--- config.mk ---
export PLATFORM = sky130hd
export DESIGN_NAME = lzc_normalizer_flat
export DESIGN_NICKNAME = d
export VERILOG_FILES = /design/src/rtl/lzc_normalizer_if.sv /design/src/rtl/lzc_normalizer.sv /design/src/flat_wrapper.sv
export SDC_FILE = /design/constraint.sdc
export NUM_CORES = 1
export LEC_CHECK = 0
export CAP_MARGIN = 20
export CORE_ASPECT_RATIO = 0.75
export CORE_UTILIZATION = 52
export CTS_CLUSTER_SIZE = 30
export DETAILED_ROUTE_END_ITERATION = 16
export GPL_ROUTABILITY_DRIVEN = 0
export GPL_TIMING_DRIVEN = 1
export PLACE_DENSITY = 0.78
export SYNTH_ARGS = -nofsm -noshare
export SYNTH_HDL_FRONTEND = slang
export SYNTH_SLANG_ARGS = --single-unit
--- constraint.sdc ---
create_clock -name clk -period 4.5 [get_ports clk]
set_input_delay 0.675 -clock clk [delete_from_list [all_inputs] [get_ports clk]]
set_output_delay 0.675 -clock clk [all_outputs]
set_load 0.02 [all_outputs]
--- src/rtl/lzc_normalizer_if.sv ---
// Stream bundle for the normaliser: upstream beat from the LZC, downstream normalised beat.
// The DUT takes the slave modport; the producer/consumer side takes master.
interface lzc_normalizer_if #(
    parameter int WIDTH = 16,
    parameter int COUNT = $clog2(WIDTH),
    parameter int EXP_W = 8
);
    logic             in_valid;
    logic             in_ready;
    logic [WIDTH-1:0] in_data;
    logic [COUNT-1:0] in_lz;
    logic             in_nz;
    logic [EXP_W-1:0] in_exp;

    logic             out_valid;
    logic             out_ready;
    logic [WIDTH-1:0] out_mant;
    logic [EXP_W-1:0] out_exp;
    logic             out_zero;
    logic             out_uflow;
    logic [15:0]      uflow_cnt;

    modport master (
        output in_valid, in_data, in_lz, in_nz, in_exp, out_ready,
        input  in_ready, out_valid, out_mant, out_exp, out_zero, out_uflow, uflow_cnt
    );

    modport slave (
        input  in_valid, in_data, in_lz, in_nz, in_exp, out_ready,
        output in_ready, out_valid, out_mant, out_exp, out_zero, out_uflow, uflow_cnt
    );
endinterface

--- src/rtl/lzc_normalizer.sv ---
// Two-stage normaliser: stage 1 captures operand + LZC result, stage 2 shifts the
// mantissa up, lowers the exponent and clamps to a denormal when the exponent runs out.
module lzc_normalizer #(
    parameter int WIDTH = 16,
    parameter int COUNT = $clog2(WIDTH),
    parameter int EXP_W = 8
) (
    input  logic              clk,
    input  logic              rst,
    lzc_normalizer_if.slave   bus
);

    logic             r_s1_v;
    logic [WIDTH-1:0] r_s1_data;
    logic [COUNT-1:0] r_s1_lz;
    logic             r_s1_nz;
    logic [EXP_W-1:0] r_s1_exp;

    logic             r_s2_v;
    logic [WIDTH-1:0] r_mant;
    logic [EXP_W-1:0] r_exp;
    logic             r_zero;
    logic             r_uflow;
    logic [15:0]      r_uflow_cnt;

    logic             w_adv2;
    logic             w_in_ready;
    logic             w_accept;
    logic             w_pop;
    logic             w_zero;
    logic             w_under;
    logic [EXP_W-1:0] w_lz_ext;
    logic [COUNT-1:0] w_sh;
    logic [WIDTH-1:0] w_mant;
    logic [EXP_W-1:0] w_exp;

    assign w_adv2     = r_s1_v & (~r_s2_v | bus.out_ready);
    assign w_in_ready = ~r_s1_v | w_adv2;
    assign w_accept   = bus.in_valid & w_in_ready;
    assign w_pop      = r_s2_v & bus.out_ready;

    // When the exponent is smaller than the zero count it is below WIDTH, so it fits the shifter.
    assign w_zero   = ~r_s1_nz;
    assign w_lz_ext = EXP_W'(r_s1_lz);
    assign w_under  = r_s1_exp < w_lz_ext;
    assign w_sh     = w_under ? r_s1_exp[COUNT-1:0] : r_s1_lz;
    assign w_mant   = w_zero ? '0 : (r_s1_data << w_sh);
    assign w_exp    = w_zero ? '0 : (r_s1_exp - EXP_W'(w_sh));

    always_ff @(posedge clk or posedge rst) begin
        if (rst) begin
            r_s1_v    <= 1'b0;
            r_s1_data <= '0;
            r_s1_lz   <= '0;
            r_s1_nz   <= 1'b0;
            r_s1_exp  <= '0;
        end else if (w_accept) begin
            r_s1_v    <= 1'b1;
            r_s1_data <= bus.in_data;
            r_s1_lz   <= bus.in_lz;
            r_s1_nz   <= bus.in_nz;
            r_s1_exp  <= bus.in_exp;
        end else if (w_adv2) begin
            r_s1_v    <= 1'b0;
        end
    end

    always_ff @(posedge clk or posedge rst) begin
        if (rst) begin
            r_s2_v  <= 1'b0;
            r_mant  <= '0;
            r_exp   <= '0;
            r_zero  <= 1'b0;
            r_uflow <= 1'b0;
        end else if (w_adv2) begin
            r_s2_v  <= 1'b1;
            r_mant  <= w_mant;
            r_exp   <= w_exp;
            r_zero  <= w_zero;
            r_uflow <= ~w_zero & w_under;
        end else if (bus.out_ready) begin
            r_s2_v  <= 1'b0;
        end
    end

    always_ff @(posedge clk or posedge rst) begin
        if (rst) begin
            r_uflow_cnt <= '0;
        end else if (w_pop && r_uflow && (r_uflow_cnt != 16'hFFFF)) begin
            r_uflow_cnt <= r_uflow_cnt + 16'd1;
        end
    end

    assign bus.in_ready  = w_in_ready;
    assign bus.out_valid = r_s2_v;
    assign bus.out_mant  = r_mant;
    assign bus.out_exp   = r_exp;
    assign bus.out_zero  = r_zero;
    assign bus.out_uflow = r_uflow;
    assign bus.uflow_cnt = r_uflow_cnt;

endmodule

--- src/flat_wrapper.sv ---
// flat-port wrapper written by rule: the top's interface ports become plain ports
module lzc_normalizer_flat 
#(
    parameter int WIDTH = 16,
    parameter int COUNT = $clog2(WIDTH),
    parameter int EXP_W = 8
)
  (clk, rst, bus_in_valid, bus_in_data, bus_in_lz, bus_in_nz, bus_in_exp, bus_out_ready, bus_in_ready, bus_out_valid, bus_out_mant, bus_out_exp, bus_out_zero, bus_out_uflow, bus_uflow_cnt);
  lzc_normalizer_if #(.WIDTH(WIDTH), .COUNT(COUNT), .EXP_W(EXP_W)) bus_i ();
  input  logic clk;
  input  logic rst;
  input wire logic [$bits(bus_i.in_valid)-1:0] bus_in_valid;
  input wire logic [$bits(bus_i.in_data)-1:0] bus_in_data;
  input wire logic [$bits(bus_i.in_lz)-1:0] bus_in_lz;
  input wire logic [$bits(bus_i.in_nz)-1:0] bus_in_nz;
  input wire logic [$bits(bus_i.in_exp)-1:0] bus_in_exp;
  input wire logic [$bits(bus_i.out_ready)-1:0] bus_out_ready;
  output wire logic [$bits(bus_i.in_ready)-1:0] bus_in_ready;
  output wire logic [$bits(bus_i.out_valid)-1:0] bus_out_valid;
  output wire logic [$bits(bus_i.out_mant)-1:0] bus_out_mant;
  output wire logic [$bits(bus_i.out_exp)-1:0] bus_out_exp;
  output wire logic [$bits(bus_i.out_zero)-1:0] bus_out_zero;
  output wire logic [$bits(bus_i.out_uflow)-1:0] bus_out_uflow;
  output wire logic [$bits(bus_i.uflow_cnt)-1:0] bus_uflow_cnt;
  assign bus_i.in_valid = bus_in_valid;
  assign bus_i.in_data = bus_in_data;
  assign bus_i.in_lz = bus_in_lz;
  assign bus_i.in_nz = bus_in_nz;
  assign bus_i.in_exp = bus_in_exp;
  assign bus_i.out_ready = bus_out_ready;
  assign bus_in_ready = bus_i.in_ready;
  assign bus_out_valid = bus_i.out_valid;
  assign bus_out_mant = bus_i.out_mant;
  assign bus_out_exp = bus_i.out_exp;
  assign bus_out_zero = bus_i.out_zero;
  assign bus_out_uflow = bus_i.out_uflow;
  assign bus_uflow_cnt = bus_i.uflow_cnt;
  lzc_normalizer #(.WIDTH(WIDTH), .COUNT(COUNT), .EXP_W(EXP_W)) u_core (.clk(clk), .rst(rst), .bus(bus_i));
endmodule
==> flow_metrics.py <==
metrics = {
    "critical_path": {
        "path_buf_inv": 2,
        "cp_slowest_cell": "mux2i_4",
        "crit_family": "multiplexers",
        "path_max_fanout": 18,
        "timing.rr.start": "u_core.r_s1_lz[3]",
        "max_stage_delay_ps": 710,
        "worstPathRequired_ps": 4720,
        "critical_path_arrival_ps": 3900,
        "crit_chain": "inv_1 > ha_1 > a211oi_1 > o211a_1 > mux2i_4 > mux2i_1 > mux2i_1 > a222oi_1 > inv_1",
        "crit_type": "flop to flop",
        "worst_setup_path_start_kind": "flop",
        "rr_worst_depth": 9,
        "rr_endpoint": "u_core.bus.out_mant[4]",
        "cp-end-kind": "flop",
        "worst-path-stages": 9,
        "reg2reg_slack_ps": 830,
    },
    "route": {
        "wirelength_um": 8270,
        "via_per_inst": 5.50,
        "wl_per_cell_um": 16.0,
        "vias": 2847,
        "drc": 0,
        "dr.first_iter.drc_count": 216,
        "ant_nets": 0,
        "drtPass1Iterations": 4,
    },
    "yosys": {
        "synth_compound_area_share_pct": 11.1,
        "netlist_top_cells_area": "dfrtp_1 48%, mux2_2 9.2%, mux2i_1 7.7%",
        "syn-mean-instance-area_um2": 11.1,
        "syn_inst": 339,
        "synth_largest_area_cell": "dfrtp_1",
        "syn-cell-area_mm2": 0.00378,
        "synth_simple_gate_area_share_pct": 11.2,
        "syn_nets": 379,
        "synth_top_area_share_pct": 48.4,
        "synthXorXnorAreaFrac_pct": 4.87,
        "yosysWarnings": 0,
        "synth_edf_count": 0,
        "synthAdderAreaFrac_pct": 2.32,
        "synth-seq-area-share_pct": 48.4,
        "ys_ff_latch": 73,
        "synthArstFlopShare_pct": 100,
        "netlist-cell-type-count": 49,
        "synth_top_family_by_area": "multiplexers",
        "post_synth_mux_area_share_pct": 19.1,
        "synth_ff_type": "dfrtp_1",
    },
    "timing": {
        "period_share_pct": 81.6,
        "worst_pin_slew_ps": 962,
        "setup_violations": 0,
        "fmax_mhz": 272,
        "relSlewSlack_pct": 35.7,
        "hold-worst-slack_ps": 488,
        "fin_crit_ps": 3670,
        "slew_viol_final": 0,
        "final.setup.tns_ps": 0,
        "rsz0062_at_grt": "false",
        "hold_viol": 0,
        "finalClockSkew_ps": 7.03,
    },
    "cells_and_area": {
        "final_nets": 455,
        "diodes": 0,
        "drive_gt1_share_pct": 13.6,
        "syn2layout_area_growth_pct": 28.3,
        "fin_area_mm2": 0.00485,
        "n_fill_cell": 561,
    },
    "clocking": {
        "clkLatencyLatePin_ps": 350,
        "postCtsSetupBuffers": 0,
        "cts_tree": "built",
        "cts-root-buf": "clkbuf_8",
        "h-tree-depth": 3,
        "clk_path_buf_depth": 2,
        "cts_num_sinks": 73,
        "clkSlewWorstSetupHoldPaths_ps": 70,
        "hold_buffers": 0,
        "cts_buffers": 9,
        "cts_resized": 0,
    },
    "die": {
        "row_count": 26,
        "core-area_mm2": 0.00693,
        "start_util_pct": 54.5,
        "die_y_um": 75.8,
        "die_x_um": 100,
        "die-area_mm2": 0.00761,
        "io_pins": 77,
    },
    "placed_design": {
        "dpl_cell_area_mm2": 0.00462,
        "dp_hpwl_um": 6130,
        "io_buffers": 76,
    },
    "global_route": {
        "grt.total_usage_pct": 23.6,
        "grt_pass1_wl_um": 13600,
        "grt_pass1_vias": 2755,
        "overflow": 0,
        "antenna_found_initial": 0,
        "grt_max_degree": 43,
    },
    "power": {
        "peakVddDrop_mv": 0.205,
        "powerDensity_mw_per_mm2": 433,
        "p_leak_uw": 0.00216,
    },
    "min_path": {
        "holdPathEnd": "u_core.bus.out_exp[5]",
        "hold_path.class": "flop to flop",
        "hp-start": "u_core.bus.out_exp[5]",
        "whs_path_depth": 2,
    },
    "status": {
        "status": "completed",
    },
    "flow_run": {
        "drv_cap": 0,
    },
}
## routing by layer
layer	vias up	part of all wire [%]	GRT usage [%]
li1	1368	-	-
met1	1381	48	32.9
met2	89	45	36.1
met3	9	5.1	5.32
met4	0	1.3	9.66
met5	-	0	0
## worst max path at each step
stage,slack [ps],from,end
global placement,1060,u_core.r_s1_lz[3],u_core.bus.out_exp[6]
CTS,840,u_core.r_s1_lz[3],u_core.bus.out_exp[6]
global route,470,u_core.r_s1_lz[3],u_core.bus.out_exp[6]
finish,830,u_core.r_s1_lz[3],u_core.bus.out_mant[4]
detailed placement,890,u_core.r_s1_lz[3],u_core.bus.out_exp[6]
floorplan,1130,u_core.r_s1_lz[3],u_core.bus.out_exp[6]
## metrics by stage
step                total power (uW)  utilization, %  setup slack [ps]  instances
global route                    2210            70.0               469        518
finish                          2100            70.0               829        518
CTS                             2110            70.0               839        518
global placement                1500            66.6              1060        502
detailed placement              1530            66.6               892        502
floorplan                       1270               -              1130        339
## state kept, by name, summed over array words and instances (netlist names)
name,cells
u_core.bus.out_uflow,1
u_core.r_s1_v,1
u_core.bus.out_exp,8
u_core.bus.out_mant,16
u_core.bus.out_valid,1
u_core.bus.uflow_cnt,16
u_core.r_s1_lz,4
u_core.bus.out_zero,1
u_core.r_s1_exp,8
u_core.r_s1_nz,1
u_core.r_s1_data,16
## where the power goes
group	internal, uW	switching [uW]	total, uW
Sequential	757	97.1	855
Combinational	321	342	664
Clock	344	236	580
## layout by cell type (no fill, tap or decap), drive strengths merged, types with 2 or more instances in the layout
cell            n
a21oi           4
a222oi          7
a22o            4
a22oi           6
and2            2
and3            2
and4            4
buf             3
bufinv          2
clkbuf         12
clkdlybuf4s50  76
dfrtp          73
ha              7
inv            15
mux2           31
mux2i          31
mux4            2
nand2          41
nand2b          9
nand3          10
nand4           2
nor2           11
nor2b           2
nor3            3
o211ai          4
o21ai          18
o311ai          2
o32ai           2
xnor2          12
xor2            9
## area by class of cell
cell class                 count  area (um2)  share of cell area (%)
clock buffer                  12         155                    3.20
tap                           98         123                    2.53
inverter                      14        52.6                    1.08
multi-input combinational    238        1830                    37.8
timing repair buffer          79         783                    16.2
sequential                    73        1830                    37.7
clock inverter                 4        73.8                    1.52
## cells in the mapped netlist, types with 2 or more instances
cell / count
ha_1: 7
a22oi_1: 6
nand2b_1: 9
mux2i_1: 29
nor2_1: 11
clkbuf_1: 8
xor2_1: 9
nor2b_1: 2
and3_1: 2
nand3_1: 10
o21ai_1: 2
mux4_2: 2
o211ai_1: 3
buf_2: 4
o21ai_0: 16
mux2_2: 31
inv_1: 13
and2_1: 2
a22o_1: 4
o32ai_1: 2
xnor2_1: 12
nand4_1: 2
nand2_1: 41
a222oi_1: 7
nor3_1: 3
dfrtp_1: 73
a21oi_1: 4
and4_1: 4
## cells by family (layout without fill, tap and decap cells)
logic type,count (synthesis),count (layout)
and+or+nand+nor,89,89
DFF,73,73
muxes,64,64
AOI/OAI and AO/OA,57,57
buffers and inverters,28,109
xor gates and xnor gates,21,21
adders and majority gates,7,7
## worst register-to-register path, stage by stage (launching register included)
cell and delay, ps:
dfrtp_1 510, inv_1 120, ha_1 310, a211oi_1 340, o211a_1 490, mux2i_4 710
mux2i_1 420, mux2i_1 240, a222oi_1 350, inv_1 70
(Power assumes the default switching activity.)
